`src/rtl/nbbpu_pkg.sv`:
```
// nbbpu_pkg: opcodes, instruction field positions and legality check shared by the ALU front end
package nbbpu_pkg;
    localparam logic [3:0] OP_ADD = 4'd0;
    localparam logic [3:0] OP_SUB = 4'd1;
    localparam logic [3:0] OP_AND = 4'd2;
    localparam logic [3:0] OP_OR  = 4'd3;
    localparam logic [3:0] OP_XOR = 4'd4;
    localparam logic [3:0] OP_SHR = 4'd5;
    localparam logic [3:0] OP_SHL = 4'd6;
    localparam logic [3:0] OP_CMP = 4'd7;
    localparam int OPC_HI = 15;
    localparam int OPC_LO = 12;
    localparam int RX_HI  = 11;
    localparam int RX_LO  = 8;
    localparam int RY_HI  = 7;
    localparam int RY_LO  = 4;
    localparam int RZ_HI  = 3;
    localparam int RZ_LO  = 0;
    function automatic logic is_legal_op(input logic [3:0] op);
        return op < 4'd8;
    endfunction
endpackage

```
`src/rtl/alu_issue_if.sv`:
```
// alu_issue_if: instruction, ALU, result and debug signals of the ALU issue front end
interface alu_issue_if;
    logic [15:0] instr;
    logic        instr_valid;
    logic        instr_ready;
    logic [15:0] alu_x;
    logic [15:0] alu_y;
    logic [3:0]  alu_opcode;
    logic [15:0] alu_z;
    logic        result_valid;
    logic        result_ready;
    logic [15:0] result_data;
    logic [3:0]  result_addr;
    logic        result_illegal;
    logic [3:0]  dbg_addr;
    logic [15:0] dbg_data;
    modport slave (
        input  instr, instr_valid, alu_z, result_ready, dbg_addr,
        output instr_ready, alu_x, alu_y, alu_opcode, result_valid,
               result_data, result_addr, result_illegal, dbg_data
    );
    modport master (
        output instr, instr_valid, alu_z, result_ready, dbg_addr,
        input  instr_ready, alu_x, alu_y, alu_opcode, result_valid,
               result_data, result_addr, result_illegal, dbg_data
    );
endinterface

```
`src/rtl/alu_issue_regfile.sv`:
```
// regfile: 16x16 register file, two operand read ports, debug read port, one write port, r0 reads 0
module regfile (
    input  logic        clock,
    input  logic        reset,
    input  logic [3:0]  i_ra,
    input  logic [3:0]  i_rb,
    input  logic [3:0]  i_rd,
    input  logic        i_we,
    input  logic [3:0]  i_wa,
    input  logic [15:0] i_wd,
    output logic [15:0] o_a,
    output logic [15:0] o_b,
    output logic [15:0] o_d
);
    logic [15:0] r_mem [16];

    // Write port; r0 is never written so it stays at its reset value of 0
    always_ff @(posedge clock or negedge reset) begin
        if (!reset) begin
            for (int i = 0; i < 16; i++) r_mem[i] <= '0;
        end else if (i_we && i_wa != 4'd0) begin
            r_mem[i_wa] <= i_wd;
        end
    end

    assign o_a = i_ra == 4'd0 ? 16'd0 : r_mem[i_ra];
    assign o_b = i_rb == 4'd0 ? 16'd0 : r_mem[i_rb];
    assign o_d = i_rd == 4'd0 ? 16'd0 : r_mem[i_rd];
endmodule

```
`src/rtl/alu_issue.sv`:
```
// alu_issue: two-stage issue/write-back front end driving an external combinational ALU
module alu_issue
    import nbbpu_pkg::*;
(
    input  logic       clock,
    input  logic       reset,
    alu_issue_if.slave bus
);
    logic        r_s1_valid;
    logic [3:0]  r_s1_op;
    logic [3:0]  r_s1_rz;
    logic [15:0] r_s1_x;
    logic [15:0] r_s1_y;
    logic        r_out_valid;
    logic [15:0] r_out_data;
    logic [3:0]  r_out_addr;
    logic        r_out_illegal;
    logic        w_advance;
    logic        w_ready;
    logic        w_accept;
    logic        w_complete;
    logic        w_wb;
    logic [3:0]  w_rx;
    logic [3:0]  w_ry;
    logic [15:0] w_rf_a;
    logic [15:0] w_rf_b;
    logic [15:0] w_x;
    logic [15:0] w_y;

    assign w_advance  = !r_out_valid || bus.result_ready;
    assign w_ready    = !r_s1_valid || w_advance;
    assign w_accept   = bus.instr_valid && w_ready;
    assign w_complete = r_s1_valid && w_advance;
    assign w_wb       = w_complete && is_legal_op(r_s1_op) && r_s1_rz != 4'd0;
    assign w_rx       = bus.instr[RX_HI:RX_LO];
    assign w_ry       = bus.instr[RY_HI:RY_LO];
    // A write-back in the accept cycle is not yet in the register file, so bypass alu_z
    assign w_x        = (w_wb && w_rx == r_s1_rz) ? bus.alu_z : w_rf_a;
    assign w_y        = (w_wb && w_ry == r_s1_rz) ? bus.alu_z : w_rf_b;

    regfile u_regfile (
        .clock (clock),
        .reset (reset),
        .i_ra  (w_rx),
        .i_rb  (w_ry),
        .i_rd  (bus.dbg_addr),
        .i_we  (w_wb),
        .i_wa  (r_s1_rz),
        .i_wd  (bus.alu_z),
        .o_a   (w_rf_a),
        .o_b   (w_rf_b),
        .o_d   (bus.dbg_data)
    );

    // Operand stage: load on accept, empty on completion, otherwise hold
    always_ff @(posedge clock or negedge reset) begin
        if (!reset) begin
            r_s1_valid <= 1'b0;
            r_s1_op    <= '0;
            r_s1_rz    <= '0;
            r_s1_x     <= '0;
            r_s1_y     <= '0;
        end else if (w_accept) begin
            r_s1_valid <= 1'b1;
            r_s1_op    <= bus.instr[OPC_HI:OPC_LO];
            r_s1_rz    <= bus.instr[RZ_HI:RZ_LO];
            r_s1_x     <= w_x;
            r_s1_y     <= w_y;
        end else if (w_complete) begin
            r_s1_valid <= 1'b0;
        end
    end

    // Result stage: capture ALU output on completion, drop valid once consumed
    always_ff @(posedge clock or negedge reset) begin
        if (!reset) begin
            r_out_valid   <= 1'b0;
            r_out_data    <= '0;
            r_out_addr    <= '0;
            r_out_illegal <= 1'b0;
        end else if (w_complete) begin
            r_out_valid   <= 1'b1;
            r_out_data    <= bus.alu_z;
            r_out_addr    <= r_s1_rz;
            r_out_illegal <= !is_legal_op(r_s1_op);
        end else if (bus.result_ready) begin
            r_out_valid   <= 1'b0;
        end
    end

    assign bus.instr_ready    = w_ready;
    assign bus.alu_x          = r_s1_x;
    assign bus.alu_y          = r_s1_y;
    assign bus.alu_opcode     = r_s1_op;
    assign bus.result_valid   = r_out_valid;
    assign bus.result_data    = r_out_data;
    assign bus.result_addr    = r_out_addr;
    assign bus.result_illegal = r_out_illegal;
endmodule

```
`src/flat_wrapper.sv`:
```
// flat-port wrapper written by rule: the top's interface ports become plain ports
module alu_issue_flat import nbbpu_pkg::*;
  (clock, reset, bus_instr, bus_instr_valid, bus_alu_z, bus_result_ready, bus_dbg_addr, bus_instr_ready, bus_alu_x, bus_alu_y, bus_alu_opcode, bus_result_valid, bus_result_data, bus_result_addr, bus_result_illegal, bus_dbg_data);
  alu_issue_if bus_i ();
  input  logic clock;
  input  logic reset;
  input wire logic [$bits(bus_i.instr)-1:0] bus_instr;
  input wire logic [$bits(bus_i.instr_valid)-1:0] bus_instr_valid;
  input wire logic [$bits(bus_i.alu_z)-1:0] bus_alu_z;
  input wire logic [$bits(bus_i.result_ready)-1:0] bus_result_ready;
  input wire logic [$bits(bus_i.dbg_addr)-1:0] bus_dbg_addr;
  output wire logic [$bits(bus_i.instr_ready)-1:0] bus_instr_ready;
  output wire logic [$bits(bus_i.alu_x)-1:0] bus_alu_x;
  output wire logic [$bits(bus_i.alu_y)-1:0] bus_alu_y;
  output wire logic [$bits(bus_i.alu_opcode)-1:0] bus_alu_opcode;
  output wire logic [$bits(bus_i.result_valid)-1:0] bus_result_valid;
  output wire logic [$bits(bus_i.result_data)-1:0] bus_result_data;
  output wire logic [$bits(bus_i.result_addr)-1:0] bus_result_addr;
  output wire logic [$bits(bus_i.result_illegal)-1:0] bus_result_illegal;
  output wire logic [$bits(bus_i.dbg_data)-1:0] bus_dbg_data;
  assign bus_i.instr = bus_instr;
  assign bus_i.instr_valid = bus_instr_valid;
  assign bus_i.alu_z = bus_alu_z;
  assign bus_i.result_ready = bus_result_ready;
  assign bus_i.dbg_addr = bus_dbg_addr;
  assign bus_instr_ready = bus_i.instr_ready;
  assign bus_alu_x = bus_i.alu_x;
  assign bus_alu_y = bus_i.alu_y;
  assign bus_alu_opcode = bus_i.alu_opcode;
  assign bus_result_valid = bus_i.result_valid;
  assign bus_result_data = bus_i.result_data;
  assign bus_result_addr = bus_i.result_addr;
  assign bus_result_illegal = bus_i.result_illegal;
  assign bus_dbg_data = bus_i.dbg_data;
  alu_issue u_core (.clock(clock), .reset(reset), .bus(bus_i));
endmodule
```
`config.mk`:
```
export PLATFORM = sky130hd
export DESIGN_NAME = alu_issue_flat
export DESIGN_NICKNAME = d
export VERILOG_FILES = /design/src/rtl/nbbpu_pkg.sv /design/src/rtl/alu_issue_if.sv /design/src/rtl/alu_issue_regfile.sv /design/src/rtl/alu_issue.sv /design/src/flat_wrapper.sv
export SDC_FILE = /design/constraint.sdc
export NUM_CORES = 1
export LEC_CHECK = 0
export ABC_AREA = 1
export CAP_MARGIN = 20
export CELL_PAD_IN_SITES_DETAIL_PLACEMENT = 1
export CELL_PAD_IN_SITES_GLOBAL_PLACEMENT = 1
export CORE_MARGIN = 4
export CORE_UTILIZATION = 35
export DETAILED_ROUTE_END_ITERATION = 10
export GPL_ROUTABILITY_DRIVEN = 0
export PLACE_DENSITY_LB_ADDON = 0.1
export SLEW_MARGIN = 20
export SYNTH_ARGS = -nofsm -noshare
export SYNTH_HDL_FRONTEND = slang
export SYNTH_SLANG_ARGS = --single-unit
```
`constraint.sdc`:
```
create_clock -name clock -period 3 [get_ports clock]
set_input_delay 0.9 -clock clock [delete_from_list [all_inputs] [get_ports clock]]
set_output_delay 0.9 -clock clock [all_outputs]
set_load 0.1 [all_outputs]
```
---- After elaboration in Yosys (flattened, before gate mapping) ----
Index checks and enable logic that the tools add are counted.
storage, ports and cells
  register bits after elaboration ......... 319
  output and inout bits ................... 75
cells by class
  reduce and logical (&&, ||, !) cells .... 19
  equality and inequality tests ........... 2
  $lt $le $gt $ge ......................... 6
  bitwise gates (word level) .............. 4
  multiplexer cells ....................... 21
operators with widths
  kind                  count
  $bwmux W256           1
  $bmux W16 S4          3
  $mux W16              12
  $demux W16 S4         1
  $ge A5 B5 Y1 const B  4
  $not A4 Y5            4
  $logic_not A4 Y1      3
  $eq A4 B4 Y1          2
  $logic_and A1 B1 Y1   8
  $lt A5 B1 Y1 const B  1
  $lt A4 B4 Y1 const B  1
  $mux W1               4
  $reduce_bool A2 Y1    2
  $reduce_bool A4 Y1    1
  $logic_not A1 Y1      3
  $logic_or A1 B1 Y1    2

---- Logic depth before layout (Yosys ltp) ----
Gate-level depths: netlist of the first run.
  depth in word-level cells ............... 7
  depth in mapped cells ................... 13

---- Modules after synthesis ----
A second synthesis of the first run with hierarchy kept.
unflattened totals
  cell total of the unflattened synthesis .. 3,320
  area, all modules ....................... 20,847.5 µm²
by module, submodules not included
  module     seq. area each (µm²)  cells each  times used  area each (µm²)
  regfile    6,406.1               2,911       1           17,616.9
  alu_issue  1,576.5               409         1           3,230.6

---- Worst setup path before layout of the first run ----
Ideal clock, no wire load.
  path type ............................... input port to output port
  start ................................... in bus_dbg_addr[2]
  end ..................................... out bus_dbg_data[10]
  stages .................................. 7
  required time ........................... 2.100 ns
  arrival ................................. 3.237 ns
  slack ................................... -1.137 ns
  cell sequence ........................... buf_4 -> nor2_1 -> clkbuf_1 -> nand2_1 -> nand2_1 -> inv_1 -> a21oi_1
on the way
  longest elaborated chain between the ends .. 5
RTL lines
  what                                         line                     source
  from (decl)                                  flat_wrapper.sv:11       input wire logic [$bits(bus_i.dbg_addr)-1:0] bus_dbg_addr;
  $not A4 Y5 (implied by the code)             alu_issue_regfile.sv:28  assign o_d = i_rd == 4'd0 ? 16'd0 : r_mem[i_rd];
  $bmux W16 S4                                 alu_issue_regfile.sv:28
  $mux W16 (implied by the code) (2 in a row)  alu_issue_regfile.sv:28
  $mux W16 (*)                                 alu_issue_regfile.sv:28
  to (decl)                                    flat_wrapper.sv:20       output wire logic [$bits(bus_i.dbg_data)-1:0] bus_dbg_data;
Mark *: on every way between the ends. The rest lies on a longest branch, timed or not. The select of a mux whose other input is x is not followed.

---- Final worst setup path of the first run ----
  start ................................... in bus_dbg_addr[0]
  end ..................................... out bus_dbg_data[13]
Same word-level chain as after synthesis.

==> qor.txt, run 1 <==
CP Max Fanout - 7
highest attainable clock frequency - 307 MHz
Lkg Pwr - 0.0126 uW
# nets final - 3265
clock tree from TritonCTS - done
routed length per placed instance - 24.4 um
Synth Net Count - 3189
combined flip-flop and latch cell area - 7980 sq um
ys flop type - dfrtp_1
CP required - 2.10 ns
Critical path destination - bus_dbg_data[13]
area of all placed cells without fillers - 25200 sq um
violated checks - setup timing
Critical Path Source - bus_dbg_addr[0]
post-route fraction of the period consumed by the critical path - 109%
Total Power - 20700 uW
initial drt markers - 1824
Avg Cell Area, Syn - 6.48 sq um
clock sinks - 319
deepest level of the CTS H-tree - 2
endpoint type of the worst setup path - output port
minimum setup slack in the final design - -0.260 ns
residual antenna-violating net count after detailed routing - 0
reg-to-reg startpoint - u_core.r_s1_rz[2]
peak ir drop on the vdd network - 441 uV
Worst Reg2Reg Path Length in Cells - 9
antenna violations before repair - 1
Port Buffer Count - 114
total power per unit cell area - 822 nW/um^2
worst-case register-to-register setup slack - 1.12 ns
main area contributors after synthesis - dfrtp_1 39%, nand2_1 21%, nand3_1 11%
area enclosed by the die boundary - 62300 sq um
endpoint of the lowest-slack register-to-register path - u_core.bus.alu_x[1]
post-route setup TNS - -3.37 ns
maximum buffer depth of the clock tree - 3
max-slew violation total from the final report - 0
fillers - 7324
Synth top cells by count - 1124 x nand2_1, 433 x nand3_1, 364 x o21ai_0, 356 x inv_1, 319 x dfrtp_1
later-pin clock latency in the skew report - 0.59 ns
normalized max-slew margin - 53.2%
TritonCTS Buffers - 42
Total Routed Length - 98.1 mm
clock period minus final worst setup slack - 3.26 ns
pin count of the biggest net entering global routing - 80
final hold vios - 0
sequential-to-total area share from yosys stat - 39.1%
Die Y-Extent - 250 um
portion of synthesized cell area occupied by the leading cell type - 39.1%
top cell type by total area after synthesis - dfrtp_1
Distinct cells, synth - 28
layout cells sized above 1 - 14.0%
Syn Std Cell Area - 20400 sq um
via count of the first global-routing pass - 22700
pre-CTS setup slack - -0.505 ns
Area growth syn-to-layout - 23.4%
via count - 22100
status - complete, but fails checks
HPWL after detailed placement - 67.0 mm
cell with the most instances after synthesis - nand2_1
top-level I/O count - 115
CTS Root Buffer Type - clkbuf_16
number of placement rows - 88
cell area reported after detailed placement - 23400 sq um
total congestion overflow - 0
Worst Path Class, Setup - input pin to output port
Worst Setup Start Kind - input pin
class of the worst hold path - input pin to asynchronous set/reset pin
arrival time reported for the critical path endpoint - 2.36 ns
area taken by multi-input logic gates - 10300 sq um
number of warnings printed during yosys synthesis - 0
total of max-cap violations - 0
setup repair after global routing missed its margin - true
first-pass GRT wire length - 147 mm
Async S/R FF share, synth - 100%
mean number of vias per cell - 5.49
total track usage - 30.9%
DRT Pass-1 Iters - 5
Post-Route Skew - 0.0179 ns
starting density of the core - 35.4%
DRC viols - 0
synthesized netlist cell count - 3149
EDFF count, synth - 0
flops & latches, synth - 319
slew of the pin with the lowest slew margin - 0.702 ns
horizontal extent of the die - 250 um
endpoints failing setup - 16
clock-pin slew on the worst setup and hold paths - 0.06 ns
core area - 57700 sq um
==> routing by layer <==
metal	GRT usage (%)	share of wire (%)	vias up
li1	-	-	10100
met1	41.6	43	11000
met2	48.6	45	744
met3	4.19	5.8	209
met4	16.3	6.2	0
met5	0	0	-
==> critical path, stage by stage <==
cell,delay [ns]
buf_12,0.12
buf_12,0.15
buf_8,0.14
buf_6,0.13
a21oi_2,0.10
o21ai_1,0.08
nand2_1,0.08
nand2_1,0.06
nand2_2,0.09
inv_2,0.05
a21oi_4,0.24
buf_12,0.21
==> per-stage QoR <==
stage / std cells / utilization [%] / hold slack, ns
after floorplan: 3149 / - / 0.445
after global placement: 3932 / 40.6 / 0.383
after detailed placement: 3932 / 40.6 / 0.387
after CTS: 4015 / 43.5 / 0.213
after global routing: 4020 / 43.7 / 0.234
final: 4021 / 43.7 / 0.222
==> worst min path at each step <==
stage | to | slack, ns | cells past startpoint
6_report | u_core.u_regfile.r_mem[180] | 0.22 | 1
5_1_grt | u_core.u_regfile.r_mem[133] | 0.23 | 1
4_1_cts | u_core.u_regfile.r_mem[133] | 0.21 | 1
3_5_place_dp | u_core.u_regfile.r_mem[246] | 0.39 | 0
3_3_place_gp | u_core.u_regfile.r_mem[243] | 0.38 | 0
2_1_floorplan | u_core.u_regfile.r_mem[240] | 0.45 | 1
==> area by class of cell <==
class / count / share of cell area [%]
multi-input combinational: 2216 / 40.9
sequential: 319 / 31.7
timing repair buffer: 277 / 12.5
inverter: 369 / 5.64
clock buffer: 60 / 4.84
tap: 765 / 3.80
clock inverter: 14 / 0.611
antenna: 1 / 0.00993
==> flip-flops by register name (all words and copies together), names as in the netlist <==
name	cells
u_core.u_regfile.r_mem	256
u_core.bus.result_data	16
u_core.bus.alu_y	16
u_core.bus.result_illegal	1
u_core.r_s1_rz	4
u_core.r_s1_valid	1
u_core.bus.result_valid	1
u_core.bus.alu_x	16
u_core.bus.result_addr	4
u_core.bus.alu_opcode	4
==> cells in the final DEF (no fill, tap or decap), drive strengths merged <==
cell | netlist | routed
clkdlybuf4s50 | 0 | 30
nor2 | 46 | 46
clkinv | 2 | 10
clkinvlp | 0 | 2
o21ai | 394 | 394
xnor2 | 8 | 8
nand2 | 1147 | 1147
buf | 117 | 245
nor3 | 4 | 4
a21oi | 178 | 178
dlygate4sd2 | 0 | 2
inv | 367 | 368
diode | 0 | 1
clkbuf | 128 | 60
nand3 | 434 | 434
nor4 | 5 | 5
dfrtp | 319 | 319
bufinv | 0 | 3
==> where the power goes <==
group | internal, uW | switching [uW] | total [uW]
combinational | 2480 | 6190 | 8670
clock | 3070 | 2080 | 5150
sequential | 5870 | 1010 | 6880
total | 11400 | 9280 | 20700
==> what timing repair did <==
item                                    4_1_cts  5_1_grt
buffers inserted                              7        5
resized for setup                            69       20
endpoints found under the setup margin       16       16
cloned                                        2        0
hold buffers                                  0        0
pin swaps                                    35       12
==> kinds of logic (layout without fill, tap and decap cells) <==
logic type / after synthesis / after routing / synth area share [%]
AO/OA/AOI/OAI: 572 / 572 / 14.5
XOR/XNOR: 8 / 8 / 0.343
buffers and inverters: 614 / 720 / 12.4
flip-flops: 319 / 319 / 39.1
other: 0 / 1 / 0
AND/OR/NAND/NOR: 1636 / 1636 / 33.7
Note: power is estimated with default switching activity, not from simulation.
==> inputs of run 2 (changes only) <==
Settings changed: PLACE_DENSITY from default to 0.74, PLACE_DENSITY_LB_ADDON 0.1 to default.
==> qor.txt, run 2 (synthesis gave the netlist of run 1 again) <==
status - complete, but fails checks
violated checks - setup timing
endpoints failing setup - 16 (unchanged)
CTS Root Buffer Type - clkbuf_16
horizontal extent of the die - 250 um (unchanged)
HPWL after detailed placement - 64.2 mm (-4.1%)
core area - 57700 sq um (unchanged)
deepest level of the CTS H-tree - 2 (unchanged)
top-level I/O count - 115 (unchanged)
Total Routed Length - 101 mm (+2.7%)
commonest non-fill, non-tap cell in the layout - nand2_1
Post-Route Skew - 0.0158 ns (-0.00205 ns)
net switching power of the design - 9400 uW (+1.3%)
combinational power share - 43.1% (+1.2 points)
Area growth syn-to-layout - 25.6%
total track usage - 31.3% (+0.41 points)
clock period minus final worst setup slack - 3.23 ns (-0.0256 ns)
final hold vios - 0 (unchanged)
area enclosed by the die boundary - 62300 sq um (unchanged)
commonest cells after routing, fill and taps aside - 1118 x nand2_1, 404 x nand3_1, 346 x inv_1
via count - 23000 (+4.4%)
pin count of the biggest net entering global routing - 89 (+11%)
later-pin clock latency in the skew report - 0.58 ns (about the same)
total power per unit cell area - 800 nW/um^2 (-2.7%)
highest attainable clock frequency - 309 MHz (+0.79%)
Total Power - 20500 uW (-0.88%)
slew of the pin with the lowest slew margin - 0.632 ns (-0.0694 ns)
number of placement rows - 88 (unchanged)
Reg with most FFs - u_core.u_regfile.r_mem
clock power share - 22.9% (-2.0 points)
Worst Setup Start Kind - input pin
utilization after layout - 44.5% (+0.80 points)
TritonCTS Buffers - 40 (-4.8%)
setup repair after global routing missed its margin - true
max-slew violation total from the final report - 0 (unchanged)
fraction of power spent switching nets - 45.8% (+0.97 points)
Lkg Pwr - 0.0127 uW (+1.3%)
Die Y-Extent - 250 um (unchanged)
Worst Path Class, Setup - input pin to output port
mean number of vias per cell - 5.71 (+4.0%)
pre-CTS setup slack - -0.515 ns (-0.0102 ns)
endpoint type of the worst setup path - output port
first-pass GRT wire length - 151 mm (+2.2%)
clock sinks - 319 (unchanged)
starting density of the core - 35.4% (unchanged)
clock-pin slew on the worst setup and hold paths - 0.05 ns (about the same)
hold buffer count at CTS - 0 (unchanged)
via count of the first global-routing pass - 24000 (+5.8%)
layout cells sized above 1 - 15.4% (+1.4 points)
Power Internal - 11100 uW (-2.6%)
peak ir drop on the vdd network - 525 uV (+19%)
CP Max Fanout - 9 (+2)
residual antenna-violating net count after detailed routing - 0 (unchanged)
minimum setup slack in the final design - -0.234 ns (+0.0256 ns)
# nets final - 3287 (+0.67%)
DRC viols - 0 (unchanged)
maximum buffer depth of the clock tree - 3 (unchanged)
arrival time reported for the critical path endpoint - 2.33 ns (-0.03 ns)
DRT Pass-1 Iters - 6 (+1)
sequential share of power - 34.0% (+0.8 points)
class of the worst hold path - input pin to asynchronous set/reset pin
Port Buffer Count - 114 (unchanged)
total of max-cap violations - 0 (unchanged)
CP required - 2.10 ns (about the same)
routed length per placed instance - 24.9 um (+2.3%)
post-route fraction of the period consumed by the critical path - 108% (-0.85 points)
antenna violations before repair - 3 (+2)
max reg flops - 256 (unchanged)
total congestion overflow - 0 (unchanged)
clock tree from TritonCTS - done
normalized max-slew margin - 57.8% (+4.6 points)
initial drt markers - 2427 (+33%)
run 2: final timing paths:
kind,slack (ns),to,from,cells after the start
hold reg to reg,0.40,u_core.u_regfile.r_mem[252],u_core.u_regfile.r_mem[252],0
max in group asynchronous,1.94,u_core.u_regfile.r_mem[134],reset,2
hold / removal,0.29,u_core.u_regfile.r_mem[168],reset,1
setup reg to reg,1.04,u_core.bus.alu_y[15],u_core.r_s1_rz[3],9
setup / recovery,-0.23,bus_dbg_data[11],bus_dbg_addr[0],10
min in group clock,0.40,u_core.u_regfile.r_mem[252],u_core.u_regfile.r_mem[252],0
run 2: per-stage QoR:
step	instances	cell area, sq um	setup TNS (ns)	hold slack [ns]
after detailed placement	3946	23400	-6.93	0.387
after global placement	3946	23400	-6.98	0.382
final	4037	25700	-2.85	0.294
after floorplan	3149	20800	-1.89	0.445
after CTS	4031	25500	-2.52	0.302
after global routing	4037	25700	-3.51	0.329
run 2: area by class of cell:
cell class,instances,area (sq um)
antenna,1,2.50
clock buffer,57,1130
clock inverter,9,72.6
fill,7357,32000
inverter,369,1430
multi-input combinational,2216,10500
sequential,319,7980
tap,765,957
timing repair buffer,299,3530
timing repair inverter,2,20.0
run 2: metal layers:
| layer | GRT usage [%] | part of all wire (%) | up-vias |
|---|---|---|---|
| met5 | 0 | 0 | - |
| li1 | - | - | 10200 |
| met3 | 5.64 | 7.2 | 332 |
| met1 | 38.7 | 40 | 11500 |
| met4 | 21.9 | 8.0 | 0 |
| met2 | 49.7 | 45 | 1038 |
run 2: repair_timing:
item	in CTS	in global routing
pin swaps	33	12
buffers inserted	14	1
gates cloned	14	4
gates resized for setup	158	30
setup endpoints to repair	16	16
run 2: worst max-delay path: stages:
cell and delay (ns):
buf_16 0.15, inv_16 0.08, buf_12 0.15, a21oi_2 0.14, o21ai_1 0.08, buf_4 0.13
nand3_2 0.05, nand3_2 0.10, a21oi_4 0.29, buf_12 0.22
run 2: power groups by stage:
stage,combinational [uW],clock [uW],sequential (uW)
after floorplan,4590,0,7890
after global placement,8120,0,6880
after detailed placement,8440,0,6950
after CTS,8700,4750,6920
after global routing,9670,4920,7120
final,8850,4690,6980
